===== src/rtl/serial_mag_comp.sv =====
// Bit-serial MSB-first magnitude comparator built around a 1-bit l/e/g slice.
// Captures two operands on start and reports lt/eq/gt with a one-cycle done pulse.
module serial_mag_comp #(
    parameter int WIDTH      = 8,
    parameter bit EARLY_EXIT = 1'b1,
    localparam int NW = $clog2(WIDTH + 1),
    localparam int IW = (WIDTH > 1) ? $clog2(WIDTH) : 1
) (
    input  logic             clk,
    input  logic             rst_n,
    input  logic             start,
    input  logic [WIDTH-1:0] a,
    input  logic [WIDTH-1:0] b,
    output logic             busy,
    output logic             done,
    output logic             lt,
    output logic             eq,
    output logic             gt,
    output logic [NW-1:0]    nbits
);

    typedef enum logic [1:0] {
        S_IDLE,
        S_RUN,
        S_DONE
    } state_t;

    state_t           state_q, state_d;
    logic [WIDTH-1:0] ra_q, ra_d;
    logic [WIDTH-1:0] rb_q, rb_d;
    logic [IW-1:0]    idx_q, idx_d;
    logic             decided_q, decided_d;
    logic             lt_q, lt_d;
    logic             eq_q, eq_d;
    logic             gt_q, gt_d;
    logic [NW-1:0]    nbits_q, nbits_d;

    logic sx, sy, sl, sg, se;

    // 1-bit compare slice on the current bit position
    assign sx = ra_q[idx_q];
    assign sy = rb_q[idx_q];
    assign sl = ~sx & sy;
    assign sg = sx & ~sy;
    assign se = ~(sl | sg);

    always_comb begin
        state_d   = state_q;
        ra_d      = ra_q;
        rb_d      = rb_q;
        idx_d     = idx_q;
        decided_d = decided_q;
        lt_d      = lt_q;
        eq_d      = eq_q;
        gt_d      = gt_q;
        nbits_d   = nbits_q;
        unique case (state_q)
            S_IDLE, S_DONE: begin
                if (start) begin
                    state_d   = S_RUN;
                    ra_d      = a;
                    rb_d      = b;
                    idx_d     = IW'(WIDTH - 1);
                    decided_d = 1'b0;
                    lt_d      = 1'b0;
                    eq_d      = 1'b0;
                    gt_d      = 1'b0;
                    nbits_d   = '0;
                end else begin
                    state_d = S_IDLE;
                end
            end
            S_RUN: begin
                nbits_d = nbits_q + NW'(1);
                if (!decided_q && (sl | sg)) begin
                    lt_d      = sl;
                    gt_d      = sg;
                    decided_d = 1'b1;
                end
                if ((EARLY_EXIT && (sl | sg)) || idx_q == '0) begin
                    state_d = S_DONE;
                    eq_d    = ~decided_q & se;
                end else begin
                    idx_d = idx_q - IW'(1);
                end
            end
            default: state_d = S_IDLE;
        endcase
    end

    always_ff @(posedge clk or negedge rst_n) begin
        if (!rst_n) begin
            state_q   <= S_IDLE;
            ra_q      <= '0;
            rb_q      <= '0;
            idx_q     <= '0;
            decided_q <= 1'b0;
            lt_q      <= 1'b0;
            eq_q      <= 1'b0;
            gt_q      <= 1'b0;
            nbits_q   <= '0;
        end else begin
            state_q   <= state_d;
            ra_q      <= ra_d;
            rb_q      <= rb_d;
            idx_q     <= idx_d;
            decided_q <= decided_d;
            lt_q      <= lt_d;
            eq_q      <= eq_d;
            gt_q      <= gt_d;
            nbits_q   <= nbits_d;
        end
    end

    assign busy  = (state_q == S_RUN);
    assign done  = (state_q == S_DONE);
    assign lt    = lt_q;
    assign eq    = eq_q;
    assign gt    = gt_q;
    assign nbits = nbits_q;

endmodule


===== config.mk =====
export PLATFORM = sky130hd
export DESIGN_NAME = serial_mag_comp
export DESIGN_NICKNAME = d
export VERILOG_FILES = /design/src/rtl/serial_mag_comp.sv
export SDC_FILE = /design/constraint.sdc
export NUM_CORES = 1
export LEC_CHECK = 0
export ABC_AREA = 1
export ABC_CLOCK_PERIOD_IN_PS = 2380
export CORE_MARGIN = 2
export CORE_UTILIZATION = 52
export CTS_CLUSTER_DIAMETER = 200
export DETAILED_ROUTE_END_ITERATION = 8
export HOLD_SLACK_MARGIN = 0.02
export PLACE_DENSITY = 0.79
export SYNTH_ARGS = -nofsm -noshare
export SYNTH_HDL_FRONTEND = slang
export SYNTH_SLANG_ARGS = --single-unit

===== constraint.sdc =====
create_clock -name clk -period 2.38 [get_ports clk]
set_input_delay 0.476 -clock clk [delete_from_list [all_inputs] [get_ports clk]]
set_output_delay 0.476 -clock clk [all_outputs]
set_load 0.005 [all_outputs]

# After elaboration in Yosys (flattened, before gate mapping)
# Cells that the tools add are included.
[totals] regBits=29 elab_cells=59 in_bits=19
[classes] n_addsub=2 eq_ne=6 n_mux=21 reduce_logical=12 bitwise_logic=8 n_lt_le_gt_ge=1
[op_table] operator="3-bit AND reduction" count=3
[op_table] operator="1-bit two-way mux" count=8
[op_table] operator="1-bit one-hot mux with 2 select lines" count=4
[op_table] operator="4-bit one-hot mux with 2 select lines" count=1
[op_table] operator="1-bit binary-select mux with 3-bit select" count=2
[op_table] operator="3-bit two-way mux" count=2
[op_table] operator="3-bit one-hot mux with 2 select lines" count=1
[op_table] operator="4-bit by 1-bit adder with 4-bit output, second input constant" count=1
[op_table] operator="3-bit by 4-bit < comparator with 1-bit output, second input constant" count=1
[op_table] operator="4-bit two-way mux" count=1
[op_table] operator="2-bit by 1-bit inequality test with 1-bit output, second input constant" count=2
[op_table] operator="2-bit inequality test, second input constant" count=2
[op_table] operator="1-bit NOT" count=4
[op_table] operator="2-bit one-hot mux with 2 select lines" count=1
[op_table] operator="2-bit AND reduction" count=2
[op_table] operator="1-bit bitwise AND" count=3
[op_table] operator="3-bit zero test" count=1
[op_table] operator="3-bit by 1-bit subtractor with 3-bit output, second input constant" count=1
[op_table] operator="2-bit by 1-bit == test with 1-bit output, second input constant" count=1
[op_table] operator="2-bit == test, second input constant" count=1
[op_table] operator="2-bit zero test" count=1
[op_table] operator="2-bit two-way mux" count=1
[op_table] operator="2-bit nonzero test" count=1
[op_table] operator="2-bit OR reduction" count=1
[op_table] operator="4 further kinds" count=4

# Longest topological paths before layout
# Gate-level depths: netlist (run 1).
[logic_depth] word_depth=9 depth_mapped=14

# Least setup slack after synthesis (run 1)
# OpenSTA, ideal clock, no wires.
[synth_timing] kind="register -> register" from="register idx_q[0]" to="register gt_q, in the netlist gt" slack_ps=633 period_less_slack_ps=1747 stages_incl_launch_ff=15 arrival_ps=1631 path_buffers=1 path_cell_list="dfrtp_1 > buf_2 > inv_2 > nand2_1 > nand3_1 > nand2_1 > nand2_1 > nand2_1 > ha_1 > inv_1 > nand2_1 > nand2_1 > nand3_1 > nand2_1 > nand2_1"
[synth_between] elab_chain_cells=8 elab_cells_between_ends=14 classes_between="eq/ne (1); mux (6); bitwise (5); reduce/logical (2)"
[synth_rtl] item="from (decl)" line="31" rtl="logic [IW-1:0] idx_q, idx_d;"
[synth_rtl] item="from (signal assigned)" line="106" rtl="idx_q <= idx_d;"
[synth_rtl] item="1-bit binary-select mux with 3-bit select (on tied branches)" line="41, 42"
[synth_rtl] item="1-bit two-way mux (on tied branches)" line="41, 42"
[synth_rtl] item="1-bit NOT (on tied branches)" line="43, 44"
[synth_rtl] item="1-bit bitwise AND (on tied branches)" line="43, 44"
[synth_rtl] item="1-bit bitwise OR" line="75" rtl="if (!decided_q && (sl | sg)) begin"
[synth_rtl] item="1-bit logical AND" line="75"
[synth_rtl] item="2-bit by 1-bit inequality test with 1-bit output (no source line)"
[synth_rtl] item="3-bit AND reduction (no source line)"
[synth_rtl] item="to (signal assigned)" line="110" rtl="gt_q <= gt_d;"
[synth_rtl] item="to (decl)" line="35" rtl="logic gt_q, gt_d;"
# Parallel ways exist; a longest one is shown, timed or not. The select of a mux whose other input is x is not followed.
# A chain may end at the register's enable or synchronous reset.

# Worst setup path in the final report (run 1)
[layout_timing] from="register state_q[0]" to="output port busy"
[layout_between] elab_chain_cells=1
[layout_rtl] item="from (decl)" line="28" rtl="state_t state_q, state_d;"
[layout_rtl] item="from (signal assigned)" line="103" rtl="state_q <= state_d;"
[layout_rtl] item="2-bit by 1-bit == test with 1-bit output" line="115" rtl="assign busy = (state_q == S_RUN);"
[layout_rtl] item="to (decl)" line="14" rtl="output logic busy,"
# Every way passes these cells.

==> flow_metrics.env, run 1 <==
export IMPL_place_gp_congestion=0.849
export IMPL_grt_ovfl_total=0
export IMPL_dieArea_mm2=0.00347
export IMPL_gr_usage_met1_pct=21.6
export IMPL_synth_main_ff_cell="dfrtp_1"
export IMPL_yosysTopAreaCell="dfrtp_1"
export IMPL_timing_final_crit_share_pct=84.4
export IMPL_synth_edf_count=0
export IMPL_grt_total_usage_pct=19.4
export IMPL_path_class="reg2out"
export IMPL_drc_errors=2
export IMPL_drive_above_1_share_pct=15.6
export IMPL_syn_avg_cell_area_um2=8.38
export IMPL_grt_max_degree=35
export IMPL_cts_resized=0
export IMPL_synth_top_area_share_pct=46.3
export IMPL_cts_buffers=5
export IMPL_netlist_top_cells_area="dfrtp_1 (46%), nand2_1 (17%), o21ai_2 (8.9%)"
export IMPL_switching_share_pct=45.2
export IMPL_die_y_um=58.9
export IMPL_total_power_mw=2.49
export IMPL_clkLatencyLatePin_ps=320
export IMPL_antenna_cells=0
export IMPL_pwr_share_clk_pct=11.1
export IMPL_p_leak_nw=0.945
export IMPL_hold_start="lt"
export IMPL_power_density_mw_per_mm2=1320
export IMPL_postSynthCellCount=187
export IMPL_cts_htree_levels=2
export IMPL_wl_per_cell_um=11.9
export IMPL_synth_top_cells_by_count="nand2_1 (70), dfrtp_1 (29), inv_1 (21)"
export IMPL_critPathSlowestCell="clkdlybuf4s50_1"
export IMPL_viasPerCell=5.02
export IMPL_synth_area_mm2=0.00157
export IMPL_worstPathArrival_ps=1530
export IMPL_combinationalPowerShare_pct=54.5
export IMPL_seq_area_frac_synth_pct=46.3
export IMPL_slew_viol_final=0
export IMPL_clk_pin_slew_ps=80
export IMPL_rsz0062_at_grt="false"
export IMPL_cpPeakStageDelay_ps=520
export IMPL_hold_end="lt"
export IMPL_endpoint_kind="output port"
export IMPL_tightest_slew_ps=391
export IMPL_setup_violations=0
export IMPL_initial_core_util_pct=55.9
export IMPL_dpl_hpwl_mm=2.26
export IMPL_fin_area_mm2=0.00189
export IMPL_ys_ff_latch=29
export IMPL_ant_nets=0
export IMPL_cts_tree="yes"
export IMPL_use_met3_pct=4.62
export IMPL_place_inst=241
export IMPL_fp_coreArea_mm2=0.00281
export IMPL_tns_ps=0
export IMPL_startpoint_type="register"
export IMPL_min_delay_path_class="reg2reg"
export IMPL_required_ps=1900
export IMPL_dr_pass1_iters=6
export IMPL_setup_slack_ps=372
export IMPL_path_cells="inv_2 -> nor2_8 -> clkdlybuf4s50_1"
export IMPL_hold_viol=0
export IMPL_dp_slack_ps=431
export IMPL_r2r_cells=12
export IMPL_intPower_mw=1.36
export IMPL_cts_hold_buffers=0
export IMPL_vdd_drop_max_uv=755
export IMPL_seq_power_share_pct=34.4
export IMPL_area_growth_pct=20.5
export IMPL_cap_violations=0
export IMPL_vias=1249
export IMPL_antenna_found_initial=0
export IMPL_die_x_um=58.9
export IMPL_ys_warn_count=0
export IMPL_fmax_ghz=0.498
export IMPL_hold_depth=2
export IMPL_async_flop_share_pct=100
export IMPL_violations="DRC"
export IMPL_core_rowCount=19
export IMPL_finalCriticalPeriod_ps=2010
export IMPL_r2r_end="gt"
export IMPL_clock_sinks=29
export IMPL_place_area_mm2=0.00184
export IMPL_ys_types=23
export IMPL_r2r_slack_ps=400
export IMPL_yosysMostFrequentCell="nand2_1"
export IMPL_use_met2_pct=36.0
export IMPL_postRouteWirelength_mm=2.96
export IMPL_r2r_start="idx_q[0]"
export IMPL_clock_skew_ps=2.47
export IMPL_grt_pass1_wl_mm=5.10
export IMPL_grt_pass1_vias=1255
export IMPL_post_cts_buffers=0
export IMPL_worstPathMaxFanout=8
export IMPL_p_sw_mw=1.13
export IMPL_fin_nets=241
export IMPL_busiest_layer="met2"
export IMPL_clockBufferDepth=2
export IMPL_io_buffers=27
export IMPL_io_pins=28
export IMPL_initialDrtViolationCount=31
export IMPL_relSlewSlack_pct=74.0
export IMPL_finalNonFillerCells=249
export IMPL_cts_root_buf="clkbuf_4"
export IMPL_syn_nets=211
export IMPL_outcome="complete, but fails checks"
-- metrics by stage --
| step | util [%] | hold slack [ps] |
|---|---|---|
| after global routing | 67.4 | 520 |
| after floorplan | - | 180 |
| after CTS | 67.4 | 488 |
| after global placement | 65.6 | 458 |
| final | 67.4 | 487 |
| after detailed placement | 65.6 | 472 |
-- area by class of cell --
class,count,area (um^2)
fillers,250,916
flip-flops and latches,29,726
multi-input cells,128,702
repair buffers,28,278
inverters,25,96.3
clock buffers,8,48.8
well taps,31,38.8
-- metal layers --
metal | wire length (um) | vias to the layer above
li1 | - | 641
met1 | 1230 | 565
met2 | 1520 | 37
met3 | 169 | 6
met4 | 40 | 0
met5 | 0 | -
-- power by group through the flow --
stage / logic [mW] / registers (mW) / clock network (mW)
6_report: 1.36 / 0.858 / 0.276
5_1_grt: 1.55 / 0.885 / 0.298
4_1_cts: 1.38 / 0.857 / 0.281
3_5_place_dp: 1.37 / 0.866 / 0
3_3_place_gp: 1.32 / 0.852 / 0
2_1_floorplan: 1.10 / 0.807 / 0
-- sequential cells by signal, indices dropped and copies added (netlist names) --
signal	count
idx_q	3
decided_q	1
gt	1
nbits	4
ra_q	8
lt	1
rb_q	8
eq	1
state_q	2
-- cell families (layout without fill, tap and decap cells) --
kind of cell,after synthesis,after routing,share of synthesized area [%]
compound gates,22,22,11.9
xor+xnor,1,1,0.559
fa+ha+maj,5,5,3.99
buf+inv,30,61,8.94
flops,29,29,46.3
simple gates,100,100,28.3
-- cell usage in the layout, fill, tap and decap left out --
cell and instances:
a21boi_1 1, a21oi_2 1, buf_4 1, clkbuf_1 3, clkbuf_4 5, clkdlybuf4s50_1 27, dfrtp_1 29, ha_1 5
inv_1 21, inv_2 3, inv_4 1, nand2_1 70, nand2_2 2, nand2_4 1, nand3_1 19, nand3_4 1
nor2_1 5, nor2_8 1, o21a_1 1, o21ai_0 1, o21ai_1 1, o21ai_2 16, o22ai_2 1, or2_2 1
xnor2_1 1
-- worst max-delay path by stage --
stage	to	from	slack [ps]
finish	busy	state_q[0]	370
global route	lt	idx_q[0]	220
CTS	busy	state_q[0]	360
detailed placement	gt	idx_q[0]	430
global placement	lt	idx_q[0]	560
floorplan	gt	idx_q[0]	630
-- worst max-delay path, delay by kind of cell (launching register included) --
family	cells	cell delay [ps]
buffers and inverters	2	620
DFF	1	430
and+or+nand+nor	1	160
Note: power is estimated with default switching activity, not from simulation.
==> run 2, diff against run 1 <==
--- a/config.mk
+++ b/config.mk
@@ -6,7 +6,7 @@
 export NUM_CORES = 1
 export LEC_CHECK = 0
 export ABC_AREA = 1
-export ABC_CLOCK_PERIOD_IN_PS = 2380
+export ABC_CLOCK_PERIOD_IN_PS = 2000
 export CORE_MARGIN = 2
 export CORE_UTILIZATION = 52
 export CTS_CLUSTER_DIAMETER = 200
==> constraint.sdc (replaced) <==
create_clock -name clk -period 2 [get_ports clk]
set_input_delay 0.4 -clock clk [delete_from_list [all_inputs] [get_ports clk]]
set_output_delay 0.4 -clock clk [all_outputs]
set_load 0.005 [all_outputs]
==> flow_metrics.env, run 2 (synthesis results as in run 1) <==
export IMPL_outcome="complete, but fails checks"
export IMPL_violations="DRC"
export IMPL_clk_pin_slew_ps=90
export IMPL_postRouteWirelength_mm=2.94
export IMPL_hold_viol=0
export IMPL_power_density_mw_per_mm2=1610
export IMPL_route_top_layer_used="met4"
export IMPL_timing_final_crit_share_pct=94.7
export IMPL_met2_length_mm=1.48
export IMPL_drt_met1_wl_mm=1.26
export IMPL_required_ps=1600
export IMPL_fin_nets=243
export IMPL_grt_ovfl_total=0
export IMPL_wl_per_cell_um=11.7
export IMPL_setup_slack_ps=105
export IMPL_drc_errors=2
export IMPL_initial_core_util_pct=55.9
export IMPL_final_cell_mix="nand2_1 (70), dfrtp_1 (27), clkdlybuf4s50_1 (27), inv_1 (20), nand3_1 (19)"
export IMPL_tns_ps=0
export IMPL_viasPerCell=5.00
export IMPL_area_growth_pct=23.6
export IMPL_cts_buffers=5
export IMPL_intPower_mw=1.74
export IMPL_grt_max_degree=30
export IMPL_die_x_um=58.9
export IMPL_dp_slack_ps=41.9
export IMPL_endpoint_kind="output port"
export IMPL_fin_area_mm2=0.00194
export IMPL_critical_path_top_delay_family="buffers and inverters"
export IMPL_vias=1250
export IMPL_drive_above_1_share_pct=18.7
export IMPL_dieArea_mm2=0.00347
export IMPL_worst_hold_slack_ps=446
export IMPL_cpPeakStageDelay_ps=520
export IMPL_grt_total_usage_pct=19.9
export IMPL_cts_root_buf="clkbuf_4"
export IMPL_final_util_pct=69.1
export IMPL_ant_nets=0
export IMPL_seq_power_share_pct=32.7
export IMPL_vdd_drop_max_uv=848
export IMPL_place_area_mm2=0.00186
export IMPL_grt_pass1_wl_mm=5.05
export IMPL_finalCriticalPeriod_ps=1890
export IMPL_fp_coreArea_mm2=0.00281
export IMPL_cts_hold_buffers=0
export IMPL_cts_tree="yes"
export IMPL_core_rowCount=19
export IMPL_pwr_share_clk_pct=11.4
export IMPL_clockBufferDepth=2
export IMPL_cts_htree_levels=2
export IMPL_io_pins=28
export IMPL_antenna_found_initial=0
export IMPL_die_y_um=58.9
export IMPL_cap_violations=0
export IMPL_grt_pass1_vias=1205
export IMPL_setup_violations=0
export IMPL_initialDrtViolationCount=65
export IMPL_place_inst=242
export IMPL_switching_share_pct=44.3
export IMPL_final_common_cell="nand2_1"
export IMPL_path_cells="nor2_8 -> clkdlybuf4s50_1"
export IMPL_place_gp_congestion=0.857
export IMPL_wl_met3_um=151
export IMPL_r2r_slack_ps=210
export IMPL_slew_viol_final=0
export IMPL_combinationalPowerShare_pct=55.9
export IMPL_p_leak_nw=0.960
export IMPL_p_sw_mw=1.38
export IMPL_io_buffers=27
export IMPL_dpl_hpwl_mm=2.23
export IMPL_min_delay_path_class="in2async"
export IMPL_critPathSlowestCell="clkdlybuf4s50_1"
export IMPL_dr_pass1_iters=7
export IMPL_critPathBufInv=1
export IMPL_clkLatencyLatePin_ps=330
export IMPL_worstPathArrival_ps=1490
export IMPL_startpoint_type="register"
export IMPL_tightest_slew_ps=371
export IMPL_total_power_mw=3.12
export IMPL_worstPathMaxFanout=8
export IMPL_path_class="reg2out"
export IMPL_relSlewSlack_pct=75.2
export IMPL_antenna_cells=0
export IMPL_finalNonFillerCells=250
export IMPL_clock_sinks=29
export IMPL_rsz0062_at_grt="false"
export IMPL_fmax_ghz=0.528
export IMPL_clock_skew_ps=11.0
[run 2: changes by cell type in the layout (fill, tap and decap cells not counted), sizes merged]
cell  before  now
buf        1    2
[run 2: routing by layer]
metal,vias up,GRT usage [%]
met4,0,6.82
met5,-,0
met2,35,36.7
li1,643,-
met1,567,22.1
met3,5,4.62
[run 2: area by class of cell]
class                   instances  area, um^2
multi-input cells             128         714
clock buffers                   7        55.1
well taps                      31        38.8
repair buffers                 30         303
fillers                       242         867
flip-flops and latches         29         728
inverters                      25        98.8
[run 2: path summary, 6_finish.rpt]
path,cells after the start,start,to
max,2,state_q[1],busy
min,2,rst_n,nbits[3]
max reg2reg,13,idx_q[0],gt
min reg2reg,2,lt,lt
max in group asynchronous,2,rst_n,idx_q[0]
min in group clk,2,lt,lt
[run 2: repair_timing]
item | 4_1_cts | 5_1_grt
buffers inserted | 0 | 1
setup endpoints to repair | 0 | 3
gates resized for setup | 0 | 5
[run 2: worst register-to-register path: cells and delay by family (launching register included)]
kind | cells | cell delay [ps]
adder cells (fa/ha/maj) | 1 | 220
flip-flops | 1 | 460
AND/OR/NAND/NOR | 10 | 800
buffers and inverters | 2 | 220
[run 2: power groups by stage]
stage | logic, mW | clock network, mW | registers, mW
floorplan | 1.31 | 0 | 0.960
global route | 1.98 | 0.392 | 1.05
global placement | 1.59 | 0 | 1.01
CTS | 1.66 | 0.366 | 1.02
finish | 1.74 | 0.357 | 1.02
detailed placement | 1.65 | 0 | 1.03
==> run 3, diff against run 2 <==
--- a/config.mk
+++ b/config.mk
@@ -6,7 +6,6 @@
 export NUM_CORES = 1
 export LEC_CHECK = 0
 export ABC_AREA = 1
-export ABC_CLOCK_PERIOD_IN_PS = 2000
 export CORE_MARGIN = 2
 export CORE_UTILIZATION = 52
 export CTS_CLUSTER_DIAMETER = 200
@@ -16,3 +15,4 @@
 export SYNTH_ARGS = -nofsm -noshare
 export SYNTH_HDL_FRONTEND = slang
 export SYNTH_SLANG_ARGS = --single-unit
+export TNS_END_PERCENT = 100
==> results of run 3 <==
No change in the layout: final DEF, timing and power equal those of run 2.
